**src/rtl/wb_led_pwm_if.sv**
```systemverilog
// Wishbone-style register bus between a controller and the LED PWM peripheral.
// Handshake: every cycle with wb_stb=1 is one request; the responder pulses wb_ack
// exactly one cycle later with no wait states, and wb_dat_p is valid only with wb_ack.
interface wb_led_pwm_if;
    logic       wb_stb;
    logic       wb_we;
    logic [3:0] wb_adr;
    logic [7:0] wb_dat_c;
    logic       wb_ack;
    logic [7:0] wb_dat_p;

    modport master (
        output wb_stb,
        output wb_we,
        output wb_adr,
        output wb_dat_c,
        input  wb_ack,
        input  wb_dat_p
    );

    modport slave (
        input  wb_stb,
        input  wb_we,
        input  wb_adr,
        input  wb_dat_c,
        output wb_ack,
        output wb_dat_p
    );
endinterface

```
**src/rtl/wb_led_pwm.sv**
```systemverilog
// Bus-programmed LED driver: per-LED 8-bit PWM duty with glitch-free period reloads,
// a shared step prescaler and an optional blink gate.
module wb_led_pwm #(
    parameter int pLeds     = 8,
    parameter int pBlinkDiv = 16
) (
    input  logic             clk,
    input  logic             rst,
    wb_led_pwm_if.slave      bus,
    output logic [pLeds-1:0] leds
);
    localparam int BlinkW = (pBlinkDiv > 1) ? $clog2(pBlinkDiv) : 1;
    localparam logic [BlinkW-1:0] BlinkLast = BlinkW'(pBlinkDiv - 1);

    logic [1:0]        ctrl;
    logic [7:0]        prescale;
    logic [7:0]        duty_shadow [pLeds];
    logic [7:0]        duty_active [pLeds];
    logic [7:0]        pre_cnt;
    logic [7:0]        pwm_cnt;
    logic [BlinkW-1:0] blink_cnt;
    logic              blink_ph;

    logic       en;
    logic       wr;
    logic       en_rise;
    logic       tick;
    logic       period_start;
    logic       wrap;
    logic [7:0] rd_data;

    assign en           = ctrl[0];
    assign wr           = bus.wb_stb && bus.wb_we;
    assign en_rise      = wr && (bus.wb_adr == 4'h0) && bus.wb_dat_c[0] && !en;
    assign tick         = en && (pre_cnt >= prescale);
    assign period_start = tick && (pwm_cnt == 8'h00);
    assign wrap         = tick && (pwm_cnt == 8'hFF);

    always_comb begin
        rd_data = 8'h00;
        if (bus.wb_adr == 4'h0) begin
            rd_data = {6'b0, ctrl};
        end else if (bus.wb_adr == 4'h1) begin
            rd_data = prescale;
        end
        for (int i = 0; i < pLeds; i++) begin
            if (bus.wb_adr == 4'(i + 2)) begin
                rd_data = duty_shadow[i];
            end
        end
    end

    // Reads return the register contents seen in the strobe cycle, so a read right
    // after a write already observes the written value.
    always_ff @(posedge clk) begin
        if (rst) begin
            bus.wb_ack   <= 1'b0;
            bus.wb_dat_p <= 8'h00;
        end else begin
            bus.wb_ack   <= bus.wb_stb;
            bus.wb_dat_p <= (bus.wb_stb && !bus.wb_we) ? rd_data : 8'h00;
        end
    end

    always_ff @(posedge clk) begin
        if (rst) begin
            ctrl     <= 2'b00;
            prescale <= 8'h00;
            for (int i = 0; i < pLeds; i++) begin
                duty_shadow[i] <= 8'h00;
            end
        end else if (wr) begin
            if (bus.wb_adr == 4'h0) begin
                ctrl <= bus.wb_dat_c[1:0];
            end
            if (bus.wb_adr == 4'h1) begin
                prescale <= bus.wb_dat_c;
            end
            for (int i = 0; i < pLeds; i++) begin
                if (bus.wb_adr == 4'(i + 2)) begin
                    duty_shadow[i] <= bus.wb_dat_c;
                end
            end
        end
    end

    // Active duties change only at a period boundary or at enable; a shadow write in
    // the same cycle is picked up at the following boundary.
    always_ff @(posedge clk) begin
        if (rst) begin
            for (int i = 0; i < pLeds; i++) begin
                duty_active[i] <= 8'h00;
            end
        end else if (en_rise || period_start) begin
            for (int i = 0; i < pLeds; i++) begin
                duty_active[i] <= duty_shadow[i];
            end
        end
    end

    always_ff @(posedge clk) begin
        if (rst || !en) begin
            pre_cnt   <= 8'h00;
            pwm_cnt   <= 8'h00;
            blink_cnt <= '0;
            blink_ph  <= 1'b0;
        end else begin
            pre_cnt <= tick ? 8'h00 : pre_cnt + 8'h01;
            if (tick) begin
                pwm_cnt <= pwm_cnt + 8'h01;
            end
            if (wrap) begin
                if (blink_cnt == BlinkLast) begin
                    blink_cnt <= '0;
                    blink_ph  <= !blink_ph;
                end else begin
                    blink_cnt <= blink_cnt + 1'b1;
                end
            end
        end
    end

    always_ff @(posedge clk) begin
        if (rst) begin
            leds <= '0;
        end else begin
            for (int i = 0; i < pLeds; i++) begin
                leds[i] <= en && (pwm_cnt < duty_active[i]) && (!ctrl[1] || blink_ph);
            end
        end
    end
endmodule

```
**src/flat_wrapper.sv**
```systemverilog
// flat-port wrapper written by rule: the top's interface ports become plain ports
module wb_led_pwm_flat 
#(
    parameter int pLeds     = 8,
    parameter int pBlinkDiv = 16
)
  (clk, rst, leds, bus_wb_stb, bus_wb_we, bus_wb_adr, bus_wb_dat_c, bus_wb_ack, bus_wb_dat_p);
  wb_led_pwm_if bus_i ();
  input  logic clk;
  input  logic rst;
  output logic [pLeds-1:0] leds;
  input wire logic [$bits(bus_i.wb_stb)-1:0] bus_wb_stb;
  input wire logic [$bits(bus_i.wb_we)-1:0] bus_wb_we;
  input wire logic [$bits(bus_i.wb_adr)-1:0] bus_wb_adr;
  input wire logic [$bits(bus_i.wb_dat_c)-1:0] bus_wb_dat_c;
  output wire logic [$bits(bus_i.wb_ack)-1:0] bus_wb_ack;
  output wire logic [$bits(bus_i.wb_dat_p)-1:0] bus_wb_dat_p;
  assign bus_i.wb_stb = bus_wb_stb;
  assign bus_i.wb_we = bus_wb_we;
  assign bus_i.wb_adr = bus_wb_adr;
  assign bus_i.wb_dat_c = bus_wb_dat_c;
  assign bus_wb_ack = bus_i.wb_ack;
  assign bus_wb_dat_p = bus_i.wb_dat_p;
  wb_led_pwm #(.pLeds(pLeds), .pBlinkDiv(pBlinkDiv)) u_core (.clk(clk), .rst(rst), .bus(bus_i), .leds(leds));
endmodule
```
**config.mk**
```make
export PLATFORM = sky130hd
export DESIGN_NAME = wb_led_pwm_flat
export DESIGN_NICKNAME = d
export VERILOG_FILES = /design/src/rtl/wb_led_pwm_if.sv /design/src/rtl/wb_led_pwm.sv /design/src/flat_wrapper.sv
export SDC_FILE = /design/constraint.sdc
export NUM_CORES = 1
export LEC_CHECK = 0
export BUFFER_PORTS_ARGS = -buffer_cell sky130_fd_sc_hd__clkbuf_2
export CORE_AREA = 5 5 132 184
export DETAILED_ROUTE_END_ITERATION = 10
export DIE_AREA = 0 0 137 189
export GPL_ROUTABILITY_DRIVEN = 0
export PLACE_DENSITY_LB_ADDON = 0.15
export SLEW_MARGIN = 20
export SYNTH_ARGS = -nofsm -noshare
export SYNTH_HDL_FRONTEND = slang
export SYNTH_SLANG_ARGS = --single-unit
```
**constraint.sdc**
```tcl
create_clock -name clk -period 3.3 [get_ports clk]
set_input_delay 0 -clock clk [delete_from_list [all_inputs] [get_ports clk]]
set_output_delay 0 -clock clk [all_outputs]
set_load 0.05 [all_outputs]
```
After elaboration in Yosys (flattened, before gate mapping)
Memory sizes are Yosys's and may differ from the RTL's.
Index checks and enable logic that the tools add are counted.
Word-level totals
  logic and storage cells: 153
  memories kept: 2
  register bits: 48
  output and inout bits: 17
  RAM bits: 128
  input bits: 16
Operators by class
  mux-type cells: 64
  bitwise logic cells: 17
  $add $sub $neg: 3
  equal/unequal tests: 11
  $lt $le $gt $ge: 9
  reductions and logical operators: 38
Memory list
  u_core.duty_active: depth 8, bits a word 8, rd ports 8, clocked after memory_dff 0, wr ports 8, line wb_led_pwm.sv:18  | logic [7:0] duty_active [pLeds];
  u_core.duty_shadow: depth 8, bits a word 8, rd ports 8, clocked after memory_dff 0, wr ports 8, line wb_led_pwm.sv:17  | logic [7:0] duty_shadow [pLeds];
Operators with widths (count)
  $mux 8: 26
  $lt 8x8->1: 8
  $mux 1: 37
  $logic_and 1x1->1: 24
  $add 8x1->8 const B: 2
  $eq 4x3->1 const B: 4
  $or 1x1->1: 16
  $eq 4x4->1 const B: 3
  $eq 4x2->1 const B: 2
  $eq 8x8->1 const B: 1
  $ge 8x8->1: 1
  $logic_not 8->1: 1
  $reduce_and 2->1: 3
  $add 4x1->4 const B: 1
  $eq 4x1->1 const B: 1
  $logic_not 1->1: 4
  $logic_not 4->1: 1
  $mux 4: 1
  $reduce_or 2->1: 2
  $logic_or 1x1->1: 3
  $not 1->1: 1

Logic depth before layout (Yosys ltp)
  word-level depth: 11
  mapped depth: 9

Worst setup path after synthesis
No wires, ideal clock.
  path type: register to register
  from: register u_core.pre_cnt[0]
  to: memory u_core.duty_active[0][0] (enable)
  setup slack: 0.015 ns
  setup time: 0.428 ns
  period minus slack after synthesis: 3.285 ns
  cell stages (with the launch flop): 9
  required time: 2.872 ns
  arrival: 2.857 ns
  buffers on the path: 1
  cells stage by stage: dfxtp_1 inv_1 ha_1 nand2b_1 a31oi_1 o21a_1 buf_4 nor2_1 a221o_1
RTL lines
  start: declaration: line wb_led_pwm.sv:19  | logic [7:0] pre_cnt;
  start signal: assignment: line wb_led_pwm.sv:108  | pre_cnt <= tick ? 8'h00 : pre_cnt + 8'h01;
  end: declaration: line wb_led_pwm.sv:18

==> flow_summary.ini <==
[status]
outcome = finished clean

[yosys]
synth-edff-count = 128
synth.avg_cell_area_sq_um = 11.0
synth-seq-cells = 176
cell_area_synth_sq_um = 8770
synthesized_net_count = 879
synth_sequential_area_ratio_pct = 54.8
synth-main-ff-cell = edfxtp_1
syn_inst = 795
postSynth.asyncResetShare_pct = 0
yosys.cell_types.count = 58
yosys_warnings = 0

[sta]
final-hold-violation-count = 0
max_slew_margin_pct = 32.5
timing.final.max_slew_violations = 0
tightestPinTransition_ns = 1.01
setup_viol = 0
min_period_ns = 2.66
max_freq_ghz = 0.375
layout_worst_path_cycle_share_pct = 80.7
timing.setup.tns_ns = 0
unrepaired_setup_endpoints_after_global_routing = no
hold_ws_ns = 0.0571
finalClockSkew_ns = 0.00613

[clocking]
worst_skew_pair.late_latency_ns = 0.43
post_cts_repair_setup_buffers = 0
clock-sinks = 176
clock_path_buffers = 2
cts_tree = done
ctsResizeCount = 0
clock_tree.root_cell = clkbuf_16
htree_num_levels = 4
clkTransAtPathRegs_ns = 0.06
cts_made_buffers = 17

[pwr]
ir_drop_mv = 0.354
cellLeakagePower_uw = 0.00395
power_density_nw_per_um2 = 473
power.total_uw = 4710

[critical_path]
path_max_fanout = 64
cp_data_arrival_time_ns = 2.75
worst_setup_path_start_kind = flop
endpoint_kind = flop
path_type_of_the_worst_setup_path = reg2reg
cp_data_required_time_ns = 3.38

[floorplanning]
die_height_um = 189
top_level_ports = 33
initial_utilization_pct = 39.2
chipWidth_um = 137
std_cell_rows = 65
die_outline_area_sq_um = 25900
core-area_sq_um = 22400

[drt]
route.final.wire_length_um = 21000
detail_route.wl_per_cell_um = 18.2
firstDrtPassIters = 5
via_count = 5901
drt.antenna.violating_nets = 0
detailedRoute.firstIterationViolations = 366
post-route-drc-count = 0
avgViaCountPerCell = 5.10

[grt]
grt_antenna_before_repair = 0
grt_start_max_net_pins = 65
global_route_usage_over_all_layers_pct = 16.9
grt_pass1_vias = 5924
grt.overflow.total = 0
grt_pass1_wl_um = 33100

[finish]
fillCellCount = 2126
antenna-diode-count = 0
layoutNonFillerInstCount = 1157
drive_gt1_share_pct = 12.6
finalNetCount = 927
flow.area_growth_from_synthesis_pct = 13.5

[flow_run]
drv.max_cap_violation_count = 0

[min_path]
hold_path.class = in2reg

[place]
post-dp-hpwl_um = 15800
io_buffer_count = 32
numPlacedInstances = 1115
kinds of logic (layout without fill, tap and decap cells):
group	Yosys count	count (layout)	synth area share (%)
flip-flops	176	176	54.8
buffers and inverters	108	169	5.15
multiplexers	20	20	2.31
XOR/XNOR	6	6	0.599
adder cells (fa/ha/maj)	68	68	9.70
AND/OR/NAND/NOR	271	271	16.6
AO/OA/AOI/OAI	146	146	10.9
final timing paths:
path | from | slack [ns] | cells past startpoint | end
max | u_core.prescale[5] | 0.64 | 8 | u_core.duty_active[1][30]
min | rst | 0.06 | 3 | u_core.prescale[3]
max reg2reg | u_core.prescale[5] | 0.64 | 8 | u_core.duty_active[1][30]
min reg2reg | u_core.pre_cnt[0] | 0.48 | 1 | u_core.pre_cnt[0]
what timing repair did:
item	in CTS	in global routing
hold buffers	10	0
endpoints found under the hold margin	16	0
setup endpoints to repair	0	0
metal layers:
metal  part of all wire, %  track usage [%]  up-vias
li1                      -                -     2903
met1                    45             21.9     2851
met2                    50             28.2      116
met3                   3.4             2.87       31
met4                   2.0             6.22        0
met5                     0                0        -
critical path, stage by stage (launching register included):
cell and delay, ns:
dfxtp_1 0.35, inv_1 0.06, ha_1 0.31, a2111o_1 0.41, a31oi_1 0.20, o21a_1 0.19
nor2_1 0.06, a221o_2 0.36, buf_4 0.36
layout by cell type (no fill, tap or decap), types with 5 or more instances in the layout:
cell type	netlist	final
nand2_1	53	53
clkbuf_16	0	18
a21oi_1	48	48
a2111oi_0	8	8
nor3_1	5	5
nor2_1	75	75
nor2b_1	54	54
o21bai_1	6	6
o2111ai_1	8	8
mux2i_1	18	18
ha_1	68	68
o21ai_0	25	25
or4_1	6	6
a21o_1	9	9
buf_4	1	14
clkbuf_2	0	32
nor2b_2	20	20
a211oi_1	7	7
nand4_1	6	6
nand2b_1	11	11
dfxtp_1	48	48
nand3_1	20	20
edfxtp_1	128	128
dlygate4sd3_1	0	10
inv_1	79	79
a2bb2oi_1	6	6
a211o_1	8	8
registers in the layout, indices dropped and copies added, names as in the netlist:
name / count
u_core.duty_shadow: 64
u_core.leds: 8
u_core.pwm_cnt: 8
u_core.blink_cnt: 4
u_core.ctrl: 2
u_core.duty_active: 64
u_core.blink_ph: 1
u_core.bus.wb_dat_p: 8
u_core.pre_cnt: 8
u_core.bus.wb_ack: 1
u_core.prescale: 8
layout make-up:
cell class / count / area (sq um) / area share [%]
clock inverters: 9 / 52.6 / 0.528
repair buffers: 57 / 385 / 3.87
multi-input cells: 511 / 3530 / 35.4
well taps: 301 / 377 / 3.78
inverters: 80 / 300 / 3.02
flip-flops and latches: 176 / 4800 / 48.3
clock buffers: 23 / 509 / 5.11
power by group:
part           switching (uW)  total, uW  internal, uW  leakage, uW
Combinational             187        289           103      0.00201
Sequential               52.9       2520          2470      0.00166
Clock                     820       1900          1080     0.000282
synth_stat cells (9+ instances only):
library cell	instances	area (sq um)
nor2b_1	54	338
clkbuf_1	13	48.8
mux2i_1	18	180
nor2_1	75	282
buf_2	10	50.1
edfxtp_1	128	3840
nand2_1	53	199
nand3_1	20	100
a21oi_1	48	240
a21o_1	9	67.6
nand2b_1	11	68.8
nor2b_2	20	175
dfxtp_1	48	961
o21ai_0	25	125
inv_1	79	297
ha_1	68	851
per-stage QoR:
stage	utilization [%]	setup slack (ns)	cell area, sq um
after global placement	41.6	0.674	9290
after detailed placement	41.6	0.646	9290
after floorplan	-	0.0152	8770
after global routing	44.5	0.451	9960
final	44.5	0.635	9960
after CTS	44.5	0.636	9960
No activity file was read; power rests on OpenSTA's default activity.
